### src/rtl/mem_arbiter_pkg.sv
// Shared constants for the memory arbiter: FSM encodings and the default
// ack timeout.
package mem_arbiter_pkg;

  localparam logic [1:0] ARB_IDLE    = 2'd0;
  localparam logic [1:0] ARB_BUSY    = 2'd1;
  localparam logic [1:0] ARB_RELEASE = 2'd2;

  localparam int ARB_TIMEOUT_DEFAULT = 1024;

endpackage

### src/rtl/mem_arbiter_rr_picker.sv
// Combinational round-robin picker: returns the first requester at or after
// the pointer, wrapping from CHANNELS-1 back to 0.
module mem_arbiter_rr_picker
  import mem_arbiter_pkg::*;
#(
  parameter int CHANNELS = 2,
  parameter int IDXW     = (CHANNELS > 1) ? $clog2(CHANNELS) : 1
) (
  input  logic [CHANNELS-1:0] req,
  input  logic [IDXW-1:0]     ptr,
  output logic [CHANNELS-1:0] grant_onehot,
  output logic [IDXW-1:0]     grant_idx
);

  localparam logic [IDXW:0] CH_LIMIT = (IDXW + 1)'(CHANNELS);

  logic [2*CHANNELS-1:0] req_dbl_s;
  logic [CHANNELS-1:0]   req_rot_s;
  logic [IDXW:0]         offset_s;
  logic [IDXW:0]         sum_s;

  // Rotate so that the pointer position lands on bit 0.
  assign req_dbl_s = {req, req};
  assign req_rot_s = CHANNELS'(req_dbl_s >> ptr);

  // Lowest set bit of the rotated vector is the distance to the winner.
  always_comb begin
    offset_s = '0;
    for (int i = CHANNELS - 1; i >= 0; i--) begin
      offset_s = req_rot_s[i] ? (IDXW + 1)'(i) : offset_s;
    end
  end

  // Map the distance back to an absolute channel index and one-hot grant.
  always_comb begin
    sum_s = {1'b0, ptr} + offset_s;
    if (sum_s >= CH_LIMIT) begin
      grant_idx = IDXW'(sum_s - CH_LIMIT);
    end else begin
      grant_idx = IDXW'(sum_s);
    end
    if (|req) begin
      grant_onehot = CHANNELS'(1'b1) << grant_idx;
    end else begin
      grant_onehot = '0;
    end
  end

endmodule

### src/rtl/mem_arbiter.sv
// N-channel round-robin arbiter in front of a single enable/rw/ack memory
// port. One transaction at a time; a hung memory is aborted after TIMEOUT
// busy cycles and reported through ch_error.
module mem_arbiter
  import mem_arbiter_pkg::*;
#(
  parameter int CHANNELS = 2,
  parameter int WIDTH    = 32,
  parameter int BYTES    = WIDTH / 8,
  parameter int TIMEOUT  = ARB_TIMEOUT_DEFAULT
) (
  input  logic                      clk,
  input  logic                      reset,
  input  logic [CHANNELS-1:0]       ch_enable,
  input  logic [CHANNELS-1:0]       ch_rw,
  input  logic [CHANNELS*32-1:0]    ch_addr,
  input  logic [CHANNELS*BYTES-1:0] ch_byte_enable,
  input  logic [CHANNELS*WIDTH-1:0] ch_data_in,
  output logic [WIDTH-1:0]          ch_data_out,
  output logic [CHANNELS-1:0]       ch_ack,
  output logic                      ch_error,
  output logic                      mem_enable,
  output logic                      mem_rw,
  output logic [31:0]               mem_addr,
  output logic [BYTES-1:0]          mem_byte_enable,
  output logic [WIDTH-1:0]          mem_data_in,
  input  logic [WIDTH-1:0]          mem_data_out,
  input  logic                      mem_ack
);

  localparam int IDXW = (CHANNELS > 1) ? $clog2(CHANNELS) : 1;
  localparam int CNTW = $clog2(TIMEOUT) + 1;
  localparam logic [CNTW-1:0] CNT_LAST  = CNTW'(TIMEOUT - 1);
  localparam logic [IDXW-1:0] IDX_LAST  = IDXW'(CHANNELS - 1);

  logic [1:0]          state_q, state_d;
  logic [IDXW-1:0]     ptr_q, ptr_d;
  logic [IDXW-1:0]     grant_idx_q, grant_idx_d;
  logic [CHANNELS-1:0] grant_oh_q, grant_oh_d;
  logic [CNTW-1:0]     cnt_q, cnt_d;
  logic [CHANNELS-1:0] ch_ack_q, ch_ack_d;
  logic                ch_error_q, ch_error_d;
  logic [WIDTH-1:0]    ch_data_out_q, ch_data_out_d;
  logic                mem_enable_q, mem_enable_d;
  logic                mem_rw_q, mem_rw_d;
  logic [31:0]         mem_addr_q, mem_addr_d;
  logic [BYTES-1:0]    mem_byte_enable_q, mem_byte_enable_d;
  logic [WIDTH-1:0]    mem_data_in_q, mem_data_in_d;

  logic [CHANNELS-1:0] pick_oh_s;
  logic [IDXW-1:0]     pick_idx_s;
  logic [IDXW-1:0]     ptr_next_s;

  mem_arbiter_rr_picker #(
    .CHANNELS (CHANNELS),
    .IDXW     (IDXW)
  ) u_picker (
    .req          (ch_enable),
    .ptr          (ptr_q),
    .grant_onehot (pick_oh_s),
    .grant_idx    (pick_idx_s)
  );

  // Pointer moves just past the channel that was served.
  assign ptr_next_s = (grant_idx_q == IDX_LAST) ? '0 : grant_idx_q + IDXW'(1'b1);

  // Next-state and output computation for the IDLE/BUSY/RELEASE sequence.
  always_comb begin
    state_d           = state_q;
    ptr_d             = ptr_q;
    grant_idx_d       = grant_idx_q;
    grant_oh_d        = grant_oh_q;
    cnt_d             = '0;
    ch_ack_d          = '0;
    ch_error_d        = 1'b0;
    ch_data_out_d     = ch_data_out_q;
    mem_enable_d      = mem_enable_q;
    mem_rw_d          = mem_rw_q;
    mem_addr_d        = mem_addr_q;
    mem_byte_enable_d = mem_byte_enable_q;
    mem_data_in_d     = mem_data_in_q;
    case (state_q)
      ARB_IDLE: begin
        if (|ch_enable) begin
          grant_idx_d       = pick_idx_s;
          grant_oh_d        = pick_oh_s;
          mem_enable_d      = 1'b1;
          mem_rw_d          = ch_rw[pick_idx_s];
          mem_addr_d        = ch_addr[32*pick_idx_s +: 32];
          mem_byte_enable_d = ch_byte_enable[BYTES*pick_idx_s +: BYTES];
          mem_data_in_d     = ch_data_in[WIDTH*pick_idx_s +: WIDTH];
          state_d           = ARB_BUSY;
        end else begin
          mem_enable_d = 1'b0;
        end
      end
      ARB_BUSY: begin
        // A real ack always beats a timeout landing in the same cycle.
        if (mem_ack) begin
          ch_data_out_d = mem_data_out;
          ch_ack_d      = grant_oh_q;
          mem_enable_d  = 1'b0;
          ptr_d         = ptr_next_s;
          state_d       = ARB_RELEASE;
        end else if (cnt_q == CNT_LAST) begin
          ch_data_out_d = '0;
          ch_ack_d      = grant_oh_q;
          ch_error_d    = 1'b1;
          mem_enable_d  = 1'b0;
          ptr_d         = ptr_next_s;
          state_d       = ARB_RELEASE;
        end else begin
          cnt_d = cnt_q + CNTW'(1'b1);
        end
      end
      ARB_RELEASE: begin
        // One idle cycle with enable low lets the memory drop its ack.
        mem_enable_d = 1'b0;
        state_d      = ARB_IDLE;
      end
      default: begin
        mem_enable_d = 1'b0;
        state_d      = ARB_IDLE;
      end
    endcase
  end

  // State and registered outputs; reset abandons any transaction silently.
  always_ff @(posedge clk or negedge reset) begin
    if (!reset) begin
      state_q           <= ARB_IDLE;
      ptr_q             <= '0;
      grant_idx_q       <= '0;
      grant_oh_q        <= '0;
      cnt_q             <= '0;
      ch_ack_q          <= '0;
      ch_error_q        <= 1'b0;
      ch_data_out_q     <= '0;
      mem_enable_q      <= 1'b0;
      mem_rw_q          <= 1'b0;
      mem_addr_q        <= '0;
      mem_byte_enable_q <= '0;
      mem_data_in_q     <= '0;
    end else begin
      state_q           <= state_d;
      ptr_q             <= ptr_d;
      grant_idx_q       <= grant_idx_d;
      grant_oh_q        <= grant_oh_d;
      cnt_q             <= cnt_d;
      ch_ack_q          <= ch_ack_d;
      ch_error_q        <= ch_error_d;
      ch_data_out_q     <= ch_data_out_d;
      mem_enable_q      <= mem_enable_d;
      mem_rw_q          <= mem_rw_d;
      mem_addr_q        <= mem_addr_d;
      mem_byte_enable_q <= mem_byte_enable_d;
      mem_data_in_q     <= mem_data_in_d;
    end
  end

  assign ch_ack          = ch_ack_q;
  assign ch_error        = ch_error_q;
  assign ch_data_out     = ch_data_out_q;
  assign mem_enable      = mem_enable_q;
  assign mem_rw          = mem_rw_q;
  assign mem_addr        = mem_addr_q;
  assign mem_byte_enable = mem_byte_enable_q;
  assign mem_data_in     = mem_data_in_q;

endmodule
### config.mk
export PLATFORM = sky130hd
export DESIGN_NAME = mem_arbiter
export DESIGN_NICKNAME = d
export VERILOG_FILES = /design/src/rtl/mem_arbiter_pkg.sv /design/src/rtl/mem_arbiter_rr_picker.sv /design/src/rtl/mem_arbiter.sv
export SDC_FILE = /design/constraint.sdc
export NUM_CORES = 1
export LEC_CHECK = 0
export BUFFER_PORTS_ARGS = -buffer_cell sky130_fd_sc_hd__buf_2
export CAP_MARGIN = 5
export CORE_ASPECT_RATIO = 1.25
export CORE_MARGIN = 2
export CORE_UTILIZATION = 49
export DETAILED_ROUTE_END_ITERATION = 10
export GPL_ROUTABILITY_DRIVEN = 0
export PLACE_DENSITY = 0.92
export SLEW_MARGIN = 25
export SYNTH_ARGS = -nofsm -noshare
export SYNTH_HDL_FRONTEND = slang
export SYNTH_SLANG_ARGS = --single-unit
### constraint.sdc
create_clock -name clk -period 3.61 [get_ports clk]
set_clock_uncertainty 0.1 [all_clocks]
set_input_delay 0.361 -clock clk [delete_from_list [all_inputs] [get_ports clk]]
set_output_delay 0.361 -clock clk [all_outputs]
set_load 0.005 [all_outputs]
# Word level (Yosys, flattened, before mapping)
# Cells that the tools add are included.
# classes
n_lt_le_gt_ge,2
reduce_logical,6
muxes,27
eq_ne,4
n_addsub,4
n_shift,5
# op_table
cell,count
64-bit by 7-bit variable part select with 32-bit output,2
32-bit 2-to-1 mux,2
11-bit 2-to-1 mux,3
2-bit 2-to-1 mux,7
1-bit 2-to-1 mux,13
"11-bit by 1-bit adder with 11-bit output, second input constant",1
"11-bit by 10-bit equality test with 1-bit output, second input constant",1
8-bit by 4-bit variable part select with 4-bit output,1
2-bit AND reduction,3
2-bit one-hot mux with 2 select lines,1
4-bit by 1-bit >> shifter with 2-bit output,1
"3-bit != test, second input constant",1
1-bit by 2-bit adder with 2-bit output,1
"2-bit by 1-bit equality test with 1-bit output, second input constant",1
"2-bit >= comparator, second input constant",1
2-bit logical NOT,1
"1-bit by 2-bit < comparator with 1-bit output, second input constant",1
"2-bit != test, second input constant",1
1-bit one-hot mux with 2 select lines,1
2-bit nonzero test,1
2-bit OR reduction,1
"1-bit by 1-bit left shift with 2-bit output, first input constant",1
"1-bit adder, second input constant",1
"1-bit subtractor, second input constant",1
# totals
regBits,122
elab_cells,61

# Depth between registers and ports, before layout
# logic_depth
depth_word,8
depth_mapped,5
mapped_depth_nobuf,4

# Cells and area by module
# From an unflattened synthesis, not the netlist that was laid out.
# hier_totals
hier_cells,452
hier_area_um2,5813.1
# by_module_without_submodules
module,area_each_um2,n_inst,cells_each
mem_arbiter,5785.5,1,448
mem_arbiter_rr_picker,27.5,1,4

# Worst setup path after synthesis
# OpenSTA, ideal clock, no wires.
# synth_path
kind,register to register
from,register cnt_q[0]
to,register cnt_q[2]
arrival_time_ps,1437
setup_slack_ps,1938
stages_incl_launch_ff,6
period_less_slack_ps,1672
n_path_buf,1
cell_sequence,dfrtp_1 > ha_1 > nand4_1 > nor4_4 > buf_6 > nor3_1
# synth_via
elab_chain_cells,4
word_cells_on_any_way,5
# synth_lines
item,line,text
start: declaration,mem_arbiter.sv:40,"logic [CNTW-1:0] cnt_q, cnt_d;"
start signal: assignment,mem_arbiter.sv:149,cnt_q <= cnt_d;
11-bit by 1-bit adder with 11-bit output / 11-bit by 10-bit equality test with 1-bit output (equally long branches),"mem_arbiter.sv:113, mem_arbiter.sv:105",
11-bit 2-to-1 mux *,mem_arbiter.sv:105,end else if (cnt_q == CNT_LAST) begin
11-bit 2-to-1 mux *,mem_arbiter.sv:99,if (mem_ack) begin
11-bit 2-to-1 mux *,mem_arbiter.sv:82,case (state_q)
net cnt_d[2],mem_arbiter.sv:40,
# Mark *: on every way through the listed nets, which the timed path passes. The rest lies on a longest branch.
# A chain may end at the register's enable or synchronous reset.

# Final worst setup path
# layout_path
from,register state_q[1]
to,register mem_addr_q[22] (netlist: mem_addr[22])
# layout_via
elab_chain_cells,2
# layout_lines
item,line,text
start: declaration,mem_arbiter.sv:36,"logic [1:0] state_q, state_d;"
start signal: assignment,mem_arbiter.sv:145,state_q <= state_d;
2-bit logical NOT,mem_arbiter.sv:82,
2-bit AND reduction (no source line),-,
end signal: assignment,mem_arbiter.sv:155,mem_addr_q <= mem_addr_d;
end: declaration,mem_arbiter.sv:46,"logic [31:0] mem_addr_q, mem_addr_d;"
# Every way passes these cells.

==> flow_summary.yaml <==
worst_setup_path:
  cp.required_ps: 3840
  reg2regPathDepth: 4
  r2r_slack_ps: 1190
  critical_path_class: "reg -> reg"
  start_kind: "flip-flop"
  arrival_ps: 2660
  crit_fanout: 31
  cp-end-kind: "flip-flop"
layout:
  seqCellArea_mm2: 0.00303
  nFillCells: 822
  final_nets: 902
  multiInputGateArea_mm2: 0.00217
  final_cell_area_mm2: 0.00748
  drive_gt1_share_pct: 45.0
  syn_to_final_growth_pct: 37.5
  num_antenna_cells: 0
  fin_util_pct: 68.1
timing:
  setup_tns_ps: 0
  fin_crit_ps: 2420
  worstMarginPinSlew_ps: 732
  max_clock_freq_ghz: 0.413
  maxSlewViolCount: 0
  finalSetupViolCount: 0
  relSlewSlack_pct: 50.5
  layout_setup_ws_ps: 1190
  hold_violations: 0
  holdWs_ps: 85.2
  rsz0062_at_grt: "no"
  post-route-period-util_pct: 67.2
floorplanning:
  die_h_um: 122
  rows: 43
  start_util_pct: 49.5
  core-area_mm2: 0.0110
  dieArea_mm2: 0.0120
  die_w_um: 98.2
  io_pins: 280
grt:
  grt.busiest_layer: "met2"
  grt_usage_pct: 26.4
  use_met1_pct: 34.0
  grt_overflow_total: 0
  grt_pass1_wl_um: 25400
  gr-usage-met2_pct: 43.6
  grt_max_degree: 122
  grt_pass1_vias: 5042
  use_met3_pct: 7.40
  antenna_found_initial: 0
logic_synthesis:
  synth.area.top_cells: "dfrtp_1 (56%), a221o_1 (13%), a21boi_0 (9.5%)"
  syn_nets: 639
  synth_top_area_cell: "dfrtp_1"
  synth.distinct_cells: 42
  synth_warnings: 0
  synth_area_mm2: 0.00544
  synth-edff-count: 0
  synth_ff_type: "dfrtp_1"
  synthArstFlopShare_pct: 100
  syn_inst: 463
  yosysMostFrequentCell: "dfrtp_1"
  synth_commonest_cells: "dfrtp_1 (121), a21boi_0 (69), a221o_1 (69)"
  postSynthAreaPerCell_um2: 11.7
  ys_ff_latch: 121
  synth.top_cell.area_share_pct: 55.7
  seq_area_frac_synth_pct: 55.7
placement:
  port-buffer-count: 279
  place_ws_ps: 1240
  dp_hpwl_um: 11200
  place_area_mm2: 0.00685
drt:
  wire_per_inst_um: 18.5
  drtPass1Iterations: 5
  avgViaCountPerCell: 6.01
  initialDrtViolationCount: 405
  vias: 5244
  final_antenna_net_count: 0
  drt_wl_total_um: 16200
  post-route-drc-count: 0
clock_network:
  cts_root_buf: "clkbuf_16"
  htreeDepth: 4
  cts_made_buffers: 17
  clk_latency_ps: 400
  ctsResizeCount: 0
  clkTransAtPathRegs_ps: 60
  clock_path_buffers: 2
  cts_tree: "yes"
  cts.sinks: 121
min_path:
  whs_path_depth: 2
  hold_class: "in -> reg"
power:
  power.leakage_nw: 3.65
  powerDensity_mw_per_mm2: 855
  peakVddDrop_mv: 0.374
outcome:
  status: "complete, no violations"
flow_run:
  maxCapViolCount: 0
==> metal layers <==
metal / share of wire (%) / wire, um
met5: 0 / 0
met4: 2.1 / 347
met3: 9.1 / 1470
met2: 50 / 8050
met1: 39 / 6290
==> repair_timing <==
| item | CTS | global route |
|---|---|---|
| endpoints found under the hold margin | 67 | 0 |
| endpoints found under the setup margin | 0 | 0 |
| hold buffers | 1 | 0 |
| buffers inserted | 0 | 0 |
==> placed cells by master, fill, tap and decap left out, types with 3 or more instances in the layout <==
cell type / n
a21boi_0: 69
a211oi_1: 5
buf_2: 278
o21ai_2: 5
clkbuf_1: 4
buf_4: 9
nand2_1: 37
dfrtp_1: 121
o21ai_0: 32
and3_2: 3
nand4_1: 3
nor3_1: 5
clkbuf_8: 3
clkbuf_16: 17
a22oi_1: 32
bufinv_16: 3
a221o_1: 69
==> cell families after synthesis <==
family | after synthesis | share of synthesized area (%)
AOI/OAI and AO/OA | 218 | 32.0
DFF | 121 | 55.7
and+or+nand+nor | 71 | 6.99
buffers and inverters | 49 | 4.65
xor gates and xnor gates | 3 | 0.483
adders and majority gates | 1 | 0.230
==> where the power goes <==
part           leakage [nW]  switching (W)  internal, W
combinational          1.89        0.00115      0.00118
sequential             1.48       0.000385      0.00196
clock                 0.290       0.000575      0.00114
==> layout make-up <==
type / instances / area share (%)
clock buffer: 24 / 6.44
timing repair buffer: 290 / 20.1
multi-input combinational: 293 / 29.0
tap: 135 / 2.26
clock inverter: 7 / 1.56
sequential: 121 / 40.5
inverter: 3 / 0.151
==> flip-flops by register name, indices dropped and copies added, names as in the netlist, 2 cells and up <==
| signal | cells |
|---|---|
| cnt_q | 11 |
| ch_data_out | 32 |
| mem_data_in | 32 |
| ch_ack | 2 |
| state_q | 2 |
| mem_byte_enable | 4 |
| mem_addr | 32 |
==> through the flow <==
step	power (W)	cells
2_1_floorplan	0.00365	463
3_3_place_gp	0.00454	840
3_5_place_dp	0.00467	840
4_1_cts	0.00643	872
5_1_grt	0.00679	873
6_report	0.00639	873
==> critical path, cell delays in order, from the launching register on <==
cell,delay (ps)
dfrtp_1,440
nor2_4,530
and3_2,640
buf_4,410
a221o_1,210
==> final timing paths <==
path,from,to
max in group asynchronous,reset,mem_addr[12]
setup reg to reg,state_q[1],mem_addr[22]
hold / removal,ch_addr[14],mem_addr[14]
hold reg to reg,grant_oh_q[0],grant_oh_q[0]
setup / recovery,state_q[1],mem_addr[22]
min in group asynchronous,reset,ch_data_out[25]
(Power assumes the default switching activity.)
